### config.mk
export PLATFORM = sky130hd
export DESIGN_NAME = assertion_agg_flat
export DESIGN_NICKNAME = d
export VERILOG_FILES = /design/src/rtl/assertion_agg_if.sv /design/src/rtl/assertion_agg.sv /design/src/flat_wrapper.sv
export SDC_FILE = /design/constraint.sdc
export NUM_CORES = 1
export LEC_CHECK = 0
export BUFFER_PORTS_ARGS = -buffer_cell sky130_fd_sc_hd__buf_2
export CORE_MARGIN = 1
export CORE_UTILIZATION = 51
export DETAILED_ROUTE_END_ITERATION = 10
export PLACE_DENSITY = 0.75
export SYNTH_ARGS = -nofsm -noshare
export SYNTH_HDL_FRONTEND = slang
export SYNTH_SLANG_ARGS = --single-unit
### constraint.sdc
create_clock -name clk -period 1.81 [get_ports clk]
set_input_delay 0.362 -clock clk [delete_from_list [all_inputs] [get_ports clk]]
set_output_delay 0.362 -clock clk [all_outputs]
set_load 0.05 [all_outputs]
### src/rtl/assertion_agg_if.sv
// Failure-aggregator bus: failure sources and stop handshake in,
// captured status out.
interface assertion_agg_if #(
  parameter int NUM_CH = 4,
  parameter int CNT_W  = 16
);
  localparam int ID_W = (NUM_CH > 1) ? $clog2(NUM_CH) : 1;

  logic [NUM_CH-1:0] fail_in;
  logic [NUM_CH-1:0] mask;
  logic              clear;
  logic              stop_ack;
  logic              FAILURE;
  logic [NUM_CH-1:0] sticky_vec;
  logic              first_valid;
  logic [ID_W-1:0]   first_id;
  logic [CNT_W-1:0]  fail_count;
  logic              stop_req;

  modport master (
    output fail_in, mask, clear, stop_ack,
    input  FAILURE, sticky_vec, first_valid,
    input  first_id, fail_count, stop_req
  );

  modport slave (
    input  fail_in, mask, clear, stop_ack,
    output FAILURE, sticky_vec, first_valid,
    output first_id, fail_count, stop_req
  );
endinterface

### src/rtl/assertion_agg.sv
// Sticky failure aggregator: latches per-channel failures, first id,
// saturating failure-cycle count and a stop-request handshake.
module assertion_agg #(
  parameter int NUM_CH  = 4,
  parameter int CNT_W   = 16,
  parameter int STOP_EN = 1
) (
  input logic             clk,
  input logic             rst,
  assertion_agg_if.slave  bus
);
  localparam int ID_W = (NUM_CH > 1) ? $clog2(NUM_CH) : 1;

  typedef enum logic [1:0] {
    IDLE,
    REQ,
    HALT
  } state_t;

  state_t            state;
  logic [NUM_CH-1:0] active;
  logic              any_active;
  logic [ID_W-1:0]   low_id;

  // downward scan so the lowest set index is the last one written
  always_comb begin
    active     = bus.fail_in & ~bus.mask;
    any_active = |active;
    low_id     = '0;
    for (int i = NUM_CH - 1; i >= 0; i--) begin
      if (active[i]) low_id = ID_W'(i);
    end
  end

  always_ff @(posedge clk or posedge rst) begin
    if (rst) begin
      bus.FAILURE     <= 1'b0;
      bus.sticky_vec  <= '0;
      bus.first_valid <= 1'b0;
      bus.first_id    <= '0;
      bus.fail_count  <= '0;
    end else if (bus.clear) begin
      bus.FAILURE     <= 1'b0;
      bus.sticky_vec  <= '0;
      bus.first_valid <= 1'b0;
      bus.first_id    <= '0;
      bus.fail_count  <= '0;
    end else begin
      bus.FAILURE    <= |bus.sticky_vec;
      bus.sticky_vec <= bus.sticky_vec | active;
      if (!bus.first_valid && any_active) begin
        bus.first_valid <= 1'b1;
        bus.first_id    <= low_id;
      end
      if (any_active && (bus.fail_count != '1))
        bus.fail_count <= bus.fail_count + CNT_W'(1);
    end
  end

  always_ff @(posedge clk or posedge rst) begin
    if (rst) begin
      state        <= IDLE;
      bus.stop_req <= 1'b0;
    end else if (bus.clear) begin
      state        <= IDLE;
      bus.stop_req <= 1'b0;
    end else begin
      unique case (state)
        IDLE: begin
          if ((STOP_EN != 0) && any_active) begin
            state        <= REQ;
            bus.stop_req <= 1'b1;
          end
        end
        REQ: begin
          if (bus.stop_ack) begin
            state        <= HALT;
            bus.stop_req <= 1'b0;
          end
        end
        HALT: begin
          bus.stop_req <= 1'b0;
        end
        default: begin
          state        <= IDLE;
          bus.stop_req <= 1'b0;
        end
      endcase
    end
  end
endmodule

### src/flat_wrapper.sv
// flat-port wrapper written by rule: the top's interface ports become plain ports
module assertion_agg_flat 
#(
  parameter int NUM_CH  = 4,
  parameter int CNT_W   = 16,
  parameter int STOP_EN = 1
)
  (clk, rst, bus_fail_in, bus_mask, bus_clear, bus_stop_ack, bus_FAILURE, bus_sticky_vec, bus_first_valid, bus_first_id, bus_fail_count, bus_stop_req);
  assertion_agg_if #(.NUM_CH(NUM_CH), .CNT_W(CNT_W)) bus_i ();
  input logic clk;
  input logic rst;
  input wire logic [$bits(bus_i.fail_in)-1:0] bus_fail_in;
  input wire logic [$bits(bus_i.mask)-1:0] bus_mask;
  input wire logic [$bits(bus_i.clear)-1:0] bus_clear;
  input wire logic [$bits(bus_i.stop_ack)-1:0] bus_stop_ack;
  output wire logic [$bits(bus_i.FAILURE)-1:0] bus_FAILURE;
  output wire logic [$bits(bus_i.sticky_vec)-1:0] bus_sticky_vec;
  output wire logic [$bits(bus_i.first_valid)-1:0] bus_first_valid;
  output wire logic [$bits(bus_i.first_id)-1:0] bus_first_id;
  output wire logic [$bits(bus_i.fail_count)-1:0] bus_fail_count;
  output wire logic [$bits(bus_i.stop_req)-1:0] bus_stop_req;
  assign bus_i.fail_in = bus_fail_in;
  assign bus_i.mask = bus_mask;
  assign bus_i.clear = bus_clear;
  assign bus_i.stop_ack = bus_stop_ack;
  assign bus_FAILURE = bus_i.FAILURE;
  assign bus_sticky_vec = bus_i.sticky_vec;
  assign bus_first_valid = bus_i.first_valid;
  assign bus_first_id = bus_i.first_id;
  assign bus_fail_count = bus_i.fail_count;
  assign bus_stop_req = bus_i.stop_req;
  assertion_agg #(.NUM_CH(NUM_CH), .CNT_W(CNT_W), .STOP_EN(STOP_EN)) u_core (.clk(clk), .rst(rst), .bus(bus_i));
endmodule
==> metrics.txt, run 1 <==
# TYPE chip_impl_metric gauge
chip_impl_metric{name="synth-seq-area-share",unit="%"} 48.60
chip_impl_metric{name="ys_seq_elements",unit=""} 27
chip_impl_metric{name="n_antenna_cell",unit=""} 0
chip_impl_metric{name="cts_max_path_buffers",unit=""} 2
chip_impl_metric{name="gpl.final_weighted_congestion",unit=""} 0.7849
chip_impl_metric{name="synth_edf_count",unit=""} 0
chip_impl_metric{name="final_worst_clock_skew",unit="ns"} 0.002832
chip_impl_metric{name="p_per_area",unit="nW/um^2"} 706.4
chip_impl_info{name="synthTopCellsByArea",value="dfrtp_1 49%, nor2_1 7.8%, xnor2_1 6.3%"} 1
chip_impl_metric{name="numClockSinks",unit=""} 27
chip_impl_metric{name="boundaryPins",unit=""} 37
chip_impl_metric{name="route.layer.met1.wl",unit="um"} 1232
chip_impl_metric{name="netlist-cell-type-count",unit=""} 35
chip_impl_metric{name="row_count",unit=""} 18
chip_impl_metric{name="max_cap_viol_count",unit=""} 0
chip_impl_metric{name="design.core.area",unit="sq um"} 2522
chip_impl_metric{name="netlist.area_leader.share",unit="%"} 48.60
chip_impl_metric{name="clkLatencyLatePin",unit="ns"} 0.32
chip_impl_info{name="run_status",value="finished clean"} 1
chip_impl_metric{name="fraction_of_layout_cells_with_a_size_suffix_above_1",unit="%"} 31.69
chip_impl_metric{name="cp_num_cells",unit=""} 7
chip_impl_metric{name="ctsHoldBuffers",unit=""} 0
chip_impl_metric{name="mean_instance_size_in_the_synthesized_netlist",unit="sq um"} 9.653
chip_impl_metric{name="dr.pass1.iters",unit=""} 4
chip_impl_metric{name="grt_max_degree",unit=""} 29
chip_impl_metric{name="timing.critical_path.slowest_cell_delay",unit="ns"} 0.46
chip_impl_info{name="crit_path_cell_trace",value="ha_1, nand4_1, nor4_2, buf_4, nor4_1, xnor2_1, nor2_1"} 1
chip_impl_info{name="top_layer_used",value="met4"} 1
chip_impl_metric{name="core_util_final",unit="%"} 64.38
chip_impl_metric{name="required",unit="ns"} 2.02
chip_impl_metric{name="post_layout_nonfiller_instances",unit=""} 213
chip_impl_info{name="cts_tree",value="yes"} 1
chip_impl_metric{name="ir_worst_vdd",unit="uV"} 497.0
chip_impl_info{name="synth.top_cells.by_count",value="29 x nor2_1, 27 x dfrtp_1, 10 x xnor2_1, 9 x a21oi_1, 9 x nand2_1"} 1
chip_impl_metric{name="globalRoute.totalOverflow",unit=""} 0
chip_impl_metric{name="drtAntennaViolNets",unit=""} 0
chip_impl_info{name="holdCritPathClass",value="primary input to async pin"} 1
chip_impl_metric{name="reg2reg_slack",unit="ns"} 0.15
chip_impl_metric{name="floorplan.die.width",unit="um"} 54.21
chip_impl_info{name="worstSetupPathType",value="flop to flop"} 1
chip_impl_metric{name="initial_core_util",unit="%"} 55.11
chip_impl_metric{name="route.final.wire_length",unit="um"} 2672
chip_impl_metric{name="chipHeight",unit="um"} 54.21
chip_impl_metric{name="drc",unit=""} 0
chip_impl_metric{name="numPlacedInstances",unit=""} 208
chip_impl_metric{name="cts_inserted_buffers",unit=""} 3
chip_impl_metric{name="slew-limit-headroom",unit="%"} 67.28
chip_impl_info{name="critical_path.endpoint_type",value="flop"} 1
chip_impl_metric{name="finalWorstPathRequiredPeriod",unit="ns"} 1.663
chip_impl_metric{name="worst_r2r_path_depth",unit=""} 7
chip_impl_metric{name="cts.reportedPaths.clkPinSlew",unit="ns"} 0.15
chip_impl_metric{name="total_power",unit="mW"} 1.147
chip_impl_metric{name="final_min_period_over_clock_period",unit="%"} 91.88
chip_impl_metric{name="critical_path_arrival",unit="ns"} 1.88
chip_impl_metric{name="avgViaCountPerCell",unit=""} 5.498
chip_impl_metric{name="final_net_count",unit=""} 197
chip_impl_metric{name="final-max-slew-violation-count",unit=""} 0
chip_impl_info{name="ys.flop_type",value="dfrtp_1"} 1
chip_impl_metric{name="synth_warnings",unit=""} 0
chip_impl_metric{name="detailedRoute.firstIterationViolations",unit=""} 23
chip_impl_info{name="timing.critical_path.from_type",value="flop"} 1
chip_impl_metric{name="path_buf_inv",unit=""} 1
chip_impl_info{name="launch_instance_of_the_worst_register_to_register_path",value="u_core.bus.fail_count[0]"} 1
chip_impl_info{name="r2r_endpoint",value="u_core.bus.fail_count[11]"} 1
chip_impl_metric{name="synth_nets",unit=""} 157
chip_impl_metric{name="numPortBuffers",unit=""} 36
chip_impl_info{name="post-synth-top-area-cell",value="dfrtp_1"} 1
chip_impl_metric{name="detailed_place_hpwl",unit="um"} 1956
chip_impl_metric{name="met2_layer_wire_length_in_the_routed_design",unit="um"} 1332
chip_impl_metric{name="report.final.setup_viol",unit=""} 0
chip_impl_metric{name="grt_pass1_vias",unit=""} 1024
chip_impl_metric{name="die_area",unit="sq um"} 2938
chip_impl_metric{name="max_slew.worst_pin.slew",unit="ns"} 0.4908
chip_impl_metric{name="cell_area_after_placement",unit="sq um"} 1587
chip_impl_metric{name="setup_tns",unit="ns"} 0
chip_impl_metric{name="combined_area_of_the_multi_input_logic_cells",unit="sq um"} 659.4
chip_impl_metric{name="grt_pass1_wl",unit="um"} 4347
chip_impl_info{name="path_delay_family",value="simple AND/OR/NAND/NOR gates"} 1
chip_impl_info{name="setup_repair_after_global_routing_missed_its_margin",value="false"} 1
chip_impl_metric{name="static-leakage-power",unit="nW"} 0.7619
chip_impl_info{name="critical_path_top_delay_cell",value="dfrtp_2"} 1
chip_impl_info{name="synthMostInstantiatedCell",value="nor2_1"} 1
chip_impl_metric{name="number_of_antenna_violations_at_the_first_check_in_global_routing",unit=""} 0
chip_impl_metric{name="path_max_fanout",unit=""} 11
chip_impl_metric{name="fill_cells",unit=""} 211
chip_impl_metric{name="async_reset_ff_share",unit="%"} 100.0
chip_impl_metric{name="met3_wirelength",unit="um"} 97
chip_impl_metric{name="area.growth.synth_to_final",unit="%"} 16.83
chip_impl_metric{name="max_freq",unit="MHz"} 601.3
chip_impl_metric{name="htree_levels",unit=""} 1
chip_impl_info{name="root_buffer",value="clkbuf_4"} 1
chip_impl_metric{name="syn-cell-area",unit="sq um"} 1390
chip_impl_metric{name="hold_violations",unit=""} 0
chip_impl_metric{name="flip_flop_and_latch_area",unit="sq um"} 678.2
chip_impl_metric{name="groute.usage.overall",unit="%"} 20.62
chip_impl_metric{name="final_routed_wire_length_divided_by_cell_count",unit="um"} 12.54
chip_impl_metric{name="post-route-cell-area",unit="sq um"} 1624
chip_impl_metric{name="synthesis.instances",unit=""} 144
chip_impl_metric{name="vias",unit=""} 1171
==> through the flow <==
stage               worst slack, ns  hold WS, ns
floorplan                  0.007877       0.4146
detailed placement          0.06645       0.4454
finish                       0.1471      0.06330
global route               0.002387      0.09158
CTS                          0.1157      0.07011
global placement             0.1104       0.4290
==> worst reg2reg max path: cells and delay by family, from the launching register on <==
family,cells,cell delay [ns]
XOR/XNOR,1,0.17
adder cells (fa/ha/maj),1,0.22
buffers and inverters,1,0.17
flip-flops,1,0.46
AND/OR/NAND/NOR,4,0.53
==> timing repair <==
action / CTS / global route
gates resized for setup: 0 / 1
setup buffers: 0 / 1
setup endpoints to repair: 0 / 4
==> state kept, by name, summed over array words and instances, names as in the netlist <==
name                    flops
u_core.bus.first_id         2
u_core.bus.stop_req         1
u_core.state                2
u_core.bus.FAILURE          1
u_core.bus.sticky_vec       4
u_core.bus.fail_count      16
u_core.bus.first_valid      1
==> area by class of cell <==
cell class	count	share of cell area [%]
Sequential cell	27	41.76
Inverter	3	0.6934
Multi-Input combinational cell	109	40.60
Tap cell	30	2.311
Clock buffer	3	1.387
Clock inverter	1	0.3082
Timing Repair Buffer	40	12.94
==> worst max-delay path by stage <==
| stage | from | endpoint | slack [ns] |
|---|---|---|---|
| floorplan | u_core.bus.fail_count[7] | u_core.bus.fail_count[9] | 0.008 |
| global placement | bus_mask[1] | u_core.bus.fail_count[12] | 0.11 |
| detailed placement | bus_mask[1] | u_core.bus.fail_count[10] | 0.07 |
| CTS | u_core.bus.fail_count[0] | u_core.bus.fail_count[11] | 0.12 |
| global route | u_core.bus.fail_count[0] | u_core.bus.fail_count[11] | 0.002 |
| finish | u_core.bus.fail_count[0] | u_core.bus.fail_count[11] | 0.15 |
==> per-layer routing <==
layer,global-route usage (%),up-vias
met5,0,-
met4,7.692,0
met3,2.825,2
met2,35.77,29
met1,25.66,556
li1,-,584
==> cell usage in the layout (no fill, tap or decap), drive strengths merged, types with 2 or more instances in the layout <==
master / n
a21oi: 9
dfrtp: 27
nand2b: 2
buf: 40
o21ai: 6
inv: 3
nor3: 6
nor4: 8
clkbuf: 3
nor2: 29
or3: 3
nor2b: 4
and4: 2
nand2: 9
nand3: 6
xnor2: 10
nand4: 4
==> where the power goes <==
| group | switching, mW | internal [mW] | leakage, nW | total [mW] |
|---|---|---|---|---|
| combinational | 0.159 | 0.0699 | 0.382 | 0.229 |
| sequential | 0.0235 | 0.631 | 0.362 | 0.655 |
| clock | 0.180 | 0.0828 | 0.0177 | 0.263 |
| total | 0.363 | 0.784 | 0.762 | 1.15 |
==> cell families after synthesis <==
group	share of synthesized area, %
flip-flops	48.61
XOR/XNOR	6.931
multiplexers	0.8100
AO/OA/AOI/OAI	6.030
buffers and inverters	4.140
adder cells (fa/ha/maj)	0.8999
AND/OR/NAND/NOR	32.59
No activity file was read; power rests on OpenSTA's default activity.
==> run 2: changes to the inputs <==
--- a/config.mk
+++ b/config.mk
@@ -7,9 +7,10 @@
 export LEC_CHECK = 0
 export BUFFER_PORTS_ARGS = -buffer_cell sky130_fd_sc_hd__buf_2
 export CORE_MARGIN = 1
-export CORE_UTILIZATION = 51
+export CORE_UTILIZATION = 54
+export CTS_BUF_LIST = sky130_fd_sc_hd__clkbuf_8
 export DETAILED_ROUTE_END_ITERATION = 10
-export PLACE_DENSITY = 0.75
+export PLACE_DENSITY = 0.79
 export SYNTH_ARGS = -nofsm -noshare
 export SYNTH_HDL_FRONTEND = slang
 export SYNTH_SLANG_ARGS = --single-unit
==> metrics.txt, run 2 (synthesis results as in run 1) <==
# TYPE chip_impl_metric gauge
chip_impl_metric{name="drc",unit=""} 0
chip_impl_metric{name="floorplan.die.width",unit="um"} 52.74
chip_impl_metric{name="avgViaCountPerCell",unit=""} 5.495
chip_impl_metric{name="ir_worst_vdd",unit="uV"} 503.8
chip_impl_metric{name="fraction_of_layout_cells_with_a_size_suffix_above_1",unit="%"} 31.87
chip_impl_metric{name="number_of_antenna_violations_at_the_first_check_in_global_routing",unit=""} 0
chip_impl_metric{name="reg2reg_slack",unit="ns"} 0.08
chip_impl_metric{name="route.final.wire_length",unit="um"} 2700
chip_impl_metric{name="initial_core_util",unit="%"} 56.63
chip_impl_metric{name="n_antenna_cell",unit=""} 0
chip_impl_metric{name="final_routed_wire_length_divided_by_cell_count",unit="um"} 12.74
chip_impl_metric{name="cell_area_after_placement",unit="sq um"} 1599
chip_impl_metric{name="grt_max_degree",unit=""} 29
chip_impl_info{name="critical_path.endpoint_type",value="flop"} 1
chip_impl_metric{name="p_per_area",unit="nW/um^2"} 739.5
chip_impl_metric{name="cts_max_path_buffers",unit=""} 2
chip_impl_metric{name="boundaryPins",unit=""} 37
chip_impl_info{name="worstSetupPathType",value="flop to flop"} 1
chip_impl_metric{name="hold_violations",unit=""} 0
chip_impl_metric{name="row_count",unit=""} 18
chip_impl_metric{name="largest_register_ff_count",unit=""} 16
chip_impl_info{name="launch_instance_of_the_worst_register_to_register_path",value="u_core.bus.fail_count[0]"} 1
chip_impl_info{name="worstSetupStartpoint",value="u_core.bus.fail_count[0]"} 1
chip_impl_metric{name="grt_pass1_vias",unit=""} 1023
chip_impl_metric{name="max_freq",unit="MHz"} 579.2
chip_impl_metric{name="post-place-ws",unit="ns"} 0.1099
chip_impl_info{name="timing.critical_path.from_type",value="flop"} 1
chip_impl_metric{name="ctsHoldBuffers",unit=""} 0
chip_impl_metric{name="dr.pass1.iters",unit=""} 4
chip_impl_metric{name="post-route-cell-area",unit="sq um"} 1653
chip_impl_metric{name="clkLatencyLatePin",unit="ns"} 0.27
chip_impl_info{name="cts_tree",value="yes"} 1
chip_impl_info{name="r2r_endpoint",value="u_core.bus.fail_count[13]"} 1
chip_impl_info{name="top_flop_regs",value="u_core.bus.fail_count: 16 flops, u_core.bus.sticky_vec: 4 flops"} 1
chip_impl_metric{name="final-max-slew-violation-count",unit=""} 0
chip_impl_metric{name="report.final.setup_viol",unit=""} 0
chip_impl_metric{name="timing.critical_path.slowest_cell_delay",unit="ns"} 0.45
chip_impl_metric{name="required",unit="ns"} 1.95
chip_impl_metric{name="numClockSinks",unit=""} 27
chip_impl_metric{name="drtAntennaViolNets",unit=""} 0
chip_impl_metric{name="numPortBuffers",unit=""} 36
chip_impl_metric{name="cts_inserted_buffers",unit=""} 3
chip_impl_info{name="critical_path_top_delay_cell",value="dfrtp_2"} 1
chip_impl_metric{name="finalWorstPathRequiredPeriod",unit="ns"} 1.727
chip_impl_info{name="run_status",value="finished clean"} 1
chip_impl_metric{name="design.core.area",unit="sq um"} 2455
chip_impl_info{name="setup_repair_after_global_routing_missed_its_margin",value="false"} 1
chip_impl_metric{name="final_min_period_over_clock_period",unit="%"} 95.39
chip_impl_metric{name="setup_tns",unit="ns"} 0
chip_impl_metric{name="critical_path_arrival",unit="ns"} 1.87
chip_impl_metric{name="detailed_place_hpwl",unit="um"} 1980
chip_impl_metric{name="htree_levels",unit=""} 1
chip_impl_info{name="largest_register",value="u_core.bus.fail_count"} 1
chip_impl_metric{name="max_slew.worst_pin.slew",unit="ns"} 0.4780
chip_impl_metric{name="die_area",unit="sq um"} 2781
chip_impl_metric{name="core_util_final",unit="%"} 67.33
chip_impl_metric{name="max_cap_viol_count",unit=""} 0
chip_impl_metric{name="chipHeight",unit="um"} 52.74
chip_impl_info{name="holdCritPathClass",value="primary input to async pin"} 1
chip_impl_metric{name="grt_pass1_wl",unit="um"} 4443
chip_impl_metric{name="groute.usage.overall",unit="%"} 22.22
chip_impl_metric{name="area.growth.synth_to_final",unit="%"} 18.90
chip_impl_info{name="layout.cells.most_common",value="buf_2"} 1
chip_impl_metric{name="gpl.final_weighted_congestion",unit=""} 0.8439
chip_impl_metric{name="total_power",unit="mW"} 1.222
chip_impl_metric{name="final_net_count",unit=""} 196
chip_impl_metric{name="layout_setup_ws",unit="ns"} 0.08349
chip_impl_metric{name="globalRoute.totalOverflow",unit=""} 0
chip_impl_metric{name="path_max_fanout",unit=""} 11
chip_impl_info{name="most-common-layout-cells",value="36 x buf_2, 28 x nor2_1, 25 x dfrtp_1"} 1
chip_impl_metric{name="final_worst_clock_skew",unit="ns"} 0.008735
chip_impl_metric{name="worst_r2r_path_depth",unit=""} 7
chip_impl_metric{name="cts.reportedPaths.clkPinSlew",unit="ns"} 0.09
chip_impl_metric{name="static-leakage-power",unit="nW"} 0.7686
chip_impl_info{name="root_buffer",value="clkbuf_8"} 1
chip_impl_info{name="crit_path_cell_trace",value="ha_1, nand4_1, nor4_2, buf_4, nor4_1, xnor2_1, nor2_1"} 1
chip_impl_metric{name="vias",unit=""} 1165
chip_impl_metric{name="detailedRoute.firstIterationViolations",unit=""} 15
chip_impl_info{name="worstSetupEndpoint",value="u_core.bus.fail_count[13]"} 1
chip_impl_metric{name="slew-limit-headroom",unit="%"} 68.13
==> run 2: cell count changes in the layout (fill, tap and decap cells not counted), sizes merged <==
cell / change
buf: -1
==> run 2: how the worst min path moves through the flow <==
stage	from	to	slack, ns	cells past startpoint
after floorplan	rst	u_core.bus.FAILURE	0.41	1
after global routing	rst	u_core.bus.fail_count[2]	0.18	3
after global placement	rst	u_core.state[0]	0.43	3
after CTS	rst	u_core.state[0]	0.14	3
final	rst	u_core.bus.stop_req	0.13	3
after detailed placement	rst	u_core.bus.stop_req	0.44	3
==> run 2: layer usage <==
metal | part of all wire (%) | vias up | global-route usage [%]
li1 | - | 574 | -
met1 | 43 | 558 | 25.87
met2 | 52 | 31 | 40.30
met3 | 4.2 | 2 | 3.768
met4 | 0.37 | 0 | 7.895
met5 | 0 | - | 0
==> run 2: per-stage QoR <==
stage          hold slack [ns]  instances
2_1_floorplan           0.4146        144
3_3_place_gp            0.4286        208
3_5_place_dp            0.4382        208
4_1_cts                 0.1406        212
5_1_grt                 0.1770        212
6_report                0.1286        212
==> run 2: power by group <==
part | internal (mW) | total, mW | switching (mW)
registers | 0.631 | 0.657 | 0.0260
clock network | 0.154 | 0.333 | 0.179
logic | 0.0721 | 0.233 | 0.161
total | 0.857 | 1.22 | 0.365
==> run 2: area by class of cell <==
class                      instances  area (sq um)
clock buffer                       3         41.29
clock inverter                     1         5.005
fill                             218         802.0
inverter                           3         11.26
multi-input combinational        109         664.4
sequential                        27         678.2
tap                               30         37.54
timing repair buffer              39         215.2
==> run 2: repair_timing <==
item | CTS | global route
endpoints found under the hold margin | 0 | 0
setup endpoints to repair | 0 | 3
buffers inserted | 0 | 0
resized for setup | 0 | 2
==> run 2: critical path: cells and delay by family (launching register included) <==
family                     cells  cell delay (ns)
DFF                            1             0.45
xor gates and xnor gates       1             0.16
buffers and inverters          1             0.17
adders and majority gates      1             0.25
and+or+nand+nor                4             0.57
==> run 3: changes to the inputs <==
--- a/config.mk
+++ b/config.mk
@@ -11,6 +11,7 @@
 export CTS_BUF_LIST = sky130_fd_sc_hd__clkbuf_8
 export DETAILED_ROUTE_END_ITERATION = 10
 export PLACE_DENSITY = 0.79
+export RECOVER_POWER = 100
 export SYNTH_ARGS = -nofsm -noshare
 export SYNTH_HDL_FRONTEND = slang
 export SYNTH_SLANG_ARGS = --single-unit
==> metrics.txt, run 3 (synthesis results as in run 1) <==
# TYPE chip_impl_metric gauge
chip_impl_info{name="run_status",value="finished clean"} 1
chip_impl_metric{name="cts_inserted_buffers",unit=""} 3
chip_impl_metric{name="boundaryPins",unit=""} 37
chip_impl_metric{name="finalWorstPathRequiredPeriod",unit="ns"} 1.723
chip_impl_metric{name="ir_worst_vdd",unit="uV"} 499.5
chip_impl_info{name="layout.cells.most_common",value="nor2_1"} 1
chip_impl_metric{name="dr.pass1.iters",unit=""} 5
chip_impl_metric{name="critical_path_arrival",unit="ns"} 1.87
chip_impl_metric{name="p_per_area",unit="nW/um^2"} 759.2
chip_impl_metric{name="route.final.wire_length",unit="um"} 2705
chip_impl_metric{name="required",unit="ns"} 1.95
chip_impl_metric{name="n_antenna_cell",unit=""} 0
chip_impl_metric{name="setup_tns",unit="ns"} 0
chip_impl_info{name="critical_path.endpoint_type",value="flop"} 1
chip_impl_metric{name="avgViaCountPerCell",unit=""} 5.547
chip_impl_metric{name="clkLatencyLatePin",unit="ns"} 0.27
chip_impl_metric{name="path_max_fanout",unit=""} 11
chip_impl_metric{name="number_of_antenna_violations_at_the_first_check_in_global_routing",unit=""} 0
chip_impl_metric{name="area.growth.synth_to_final",unit="%"} 14.58
chip_impl_metric{name="drc",unit=""} 0
chip_impl_metric{name="chipHeight",unit="um"} 52.74
chip_impl_metric{name="ctsHoldBuffers",unit=""} 0
chip_impl_metric{name="row_count",unit=""} 18
chip_impl_metric{name="max_slew.worst_pin.slew",unit="ns"} 0.6156
chip_impl_info{name="timing.critical_path.from_type",value="flop"} 1
chip_impl_metric{name="largest_register_ff_count",unit=""} 16
chip_impl_info{name="holdCritPathClass",value="primary input to async pin"} 1
chip_impl_metric{name="final_min_period_over_clock_period",unit="%"} 95.19
chip_impl_metric{name="vias",unit=""} 1176
chip_impl_metric{name="htree_levels",unit=""} 1
chip_impl_metric{name="final_worst_clock_skew",unit="ns"} 0.008913
chip_impl_metric{name="cts_max_path_buffers",unit=""} 2
chip_impl_metric{name="final_routed_wire_length_divided_by_cell_count",unit="um"} 12.76
chip_impl_metric{name="fill_cells",unit=""} 236
chip_impl_metric{name="fraction_of_layout_cells_with_a_size_suffix_above_1",unit="%"} 16.48
chip_impl_info{name="setup_repair_after_global_routing_missed_its_margin",value="false"} 1
chip_impl_metric{name="slew-limit-headroom",unit="%"} 59.14
chip_impl_metric{name="hold_violations",unit=""} 0
chip_impl_metric{name="floorplan.die.width",unit="um"} 52.74
chip_impl_info{name="cts_tree",value="yes"} 1
chip_impl_metric{name="numClockSinks",unit=""} 27
chip_impl_metric{name="max_freq",unit="MHz"} 580.4
chip_impl_metric{name="grt_pass1_vias",unit=""} 1023
chip_impl_metric{name="numPortBuffers",unit=""} 36
chip_impl_metric{name="static-leakage-power",unit="nW"} 0.6574
chip_impl_metric{name="final-max-slew-violation-count",unit=""} 0
chip_impl_info{name="worstSetupPathType",value="flop to flop"} 1
chip_impl_metric{name="globalRoute.totalOverflow",unit=""} 0
chip_impl_metric{name="detailed_place_hpwl",unit="um"} 1980
chip_impl_metric{name="die_area",unit="sq um"} 2781
chip_impl_metric{name="post-cts-setup-buffers",unit=""} 0
chip_impl_metric{name="grt_max_degree",unit=""} 29
chip_impl_info{name="r2r_endpoint",value="u_core.bus.fail_count[13]"} 1
chip_impl_metric{name="initial_core_util",unit="%"} 56.63
chip_impl_metric{name="groute.usage.overall",unit="%"} 22.22
chip_impl_info{name="most-common-layout-cells",value="28 x nor2_1, 25 x clkbuf_1, 25 x dfrtp_1"} 1
chip_impl_info{name="top_flop_regs",value="u_core.bus.fail_count: 16 flops, u_core.bus.sticky_vec: 4 flops"} 1
chip_impl_info{name="root_buffer",value="clkbuf_8"} 1
chip_impl_metric{name="design.core.area",unit="sq um"} 2455
chip_impl_metric{name="final_net_count",unit=""} 196
chip_impl_metric{name="drtAntennaViolNets",unit=""} 0
chip_impl_metric{name="report.final.setup_viol",unit=""} 0
chip_impl_metric{name="max_cap_viol_count",unit=""} 0
chip_impl_metric{name="reg2reg_slack",unit="ns"} 0.09
chip_impl_metric{name="holdWs",unit="ns"} 0.1277
chip_impl_metric{name="cts.reportedPaths.clkPinSlew",unit="ns"} 0.09
chip_impl_metric{name="gpl.final_weighted_congestion",unit=""} 0.8439
chip_impl_metric{name="detailedRoute.firstIterationViolations",unit=""} 10
chip_impl_info{name="largest_register",value="u_core.bus.fail_count"} 1
chip_impl_metric{name="worst_r2r_path_depth",unit=""} 7
chip_impl_metric{name="grt_pass1_wl",unit="um"} 4443
chip_impl_info{name="launch_instance_of_the_worst_register_to_register_path",value="u_core.bus.fail_count[0]"} 1
-- run 3: repair_timing --
| item | 4_1_cts | 5_1_grt |
|---|---|---|
| hold endpoints to repair | 0 | 0 |
| endpoints found under the setup margin | 0 | 3 |
| gates resized for setup | 0 | 2 |
-- run 3: area by class of cell --
type                            instances  area (sq um)  share of cell area (%)
Timing Repair Buffer                   39         183.9                   11.55
Tap cell                               30         37.54                   2.357
Clock buffer                            3         41.29                   2.592
Clock inverter                          1         5.005                  0.3142
Sequential cell                        27         678.2                   42.58
Inverter                                3         11.26                  0.7070
Multi-Input combinational cell        109         635.6                   39.91
-- run 3: worst max path at each step --
| stage | slack (ns) | from | to |
|---|---|---|---|
| after floorplan | 0.008 | u_core.bus.fail_count[7] | u_core.bus.fail_count[9] |
| after global placement | 0.16 | bus_mask[0] | u_core.bus.fail_count[10] |
| after detailed placement | 0.11 | bus_mask[0] | u_core.bus.fail_count[14] |
| after CTS | 0.09 | u_core.bus.fail_count[0] | u_core.bus.fail_count[14] |
| after global routing | 0.003 | u_core.bus.fail_count[0] | u_core.bus.fail_count[9] |
| final | 0.09 | u_core.bus.fail_count[0] | u_core.bus.fail_count[13] |
-- run 3: where the power goes --
part	leakage [nW]	total [mW]	switching, mW	internal [mW]
clock network	0.0255	0.332	0.178	0.154
registers	0.362	0.657	0.0265	0.631
logic	0.270	0.219	0.158	0.0619
total	0.657	1.21	0.363	0.847
-- run 3: metrics by stage --
step	total power [mW]	setup WS, ns	utilization, %	instance area, sq um	cells
2_1_floorplan	0.8385	0.007877	-	1393	144
3_3_place_gp	0.8924	0.1582	65.14	1599	208
4_1_cts	1.236	0.08504	67.02	1645	212
6_report	1.209	0.08712	64.88	1593	212
5_1_grt	1.265	0.003307	64.88	1593	212
3_5_place_dp	0.9014	0.1099	65.14	1599	208
-- run 3: critical path: stages, from the launching register on --
cell	delay (ns)
dfrtp_2	0.46
ha_1	0.25
nand4_1	0.11
nor4_1	0.05
buf_4	0.17
nor4_1	0.33
xnor2_1	0.16
nor2_1	0.06
-- run 3: routing by layer --
layer	track usage, %	up-vias	wire length, um
met5	0	-	0
met4	7.895	0	10
met1	25.87	566	1157
li1	-	577	-
met3	3.768	2	106
met2	40.30	31	1431
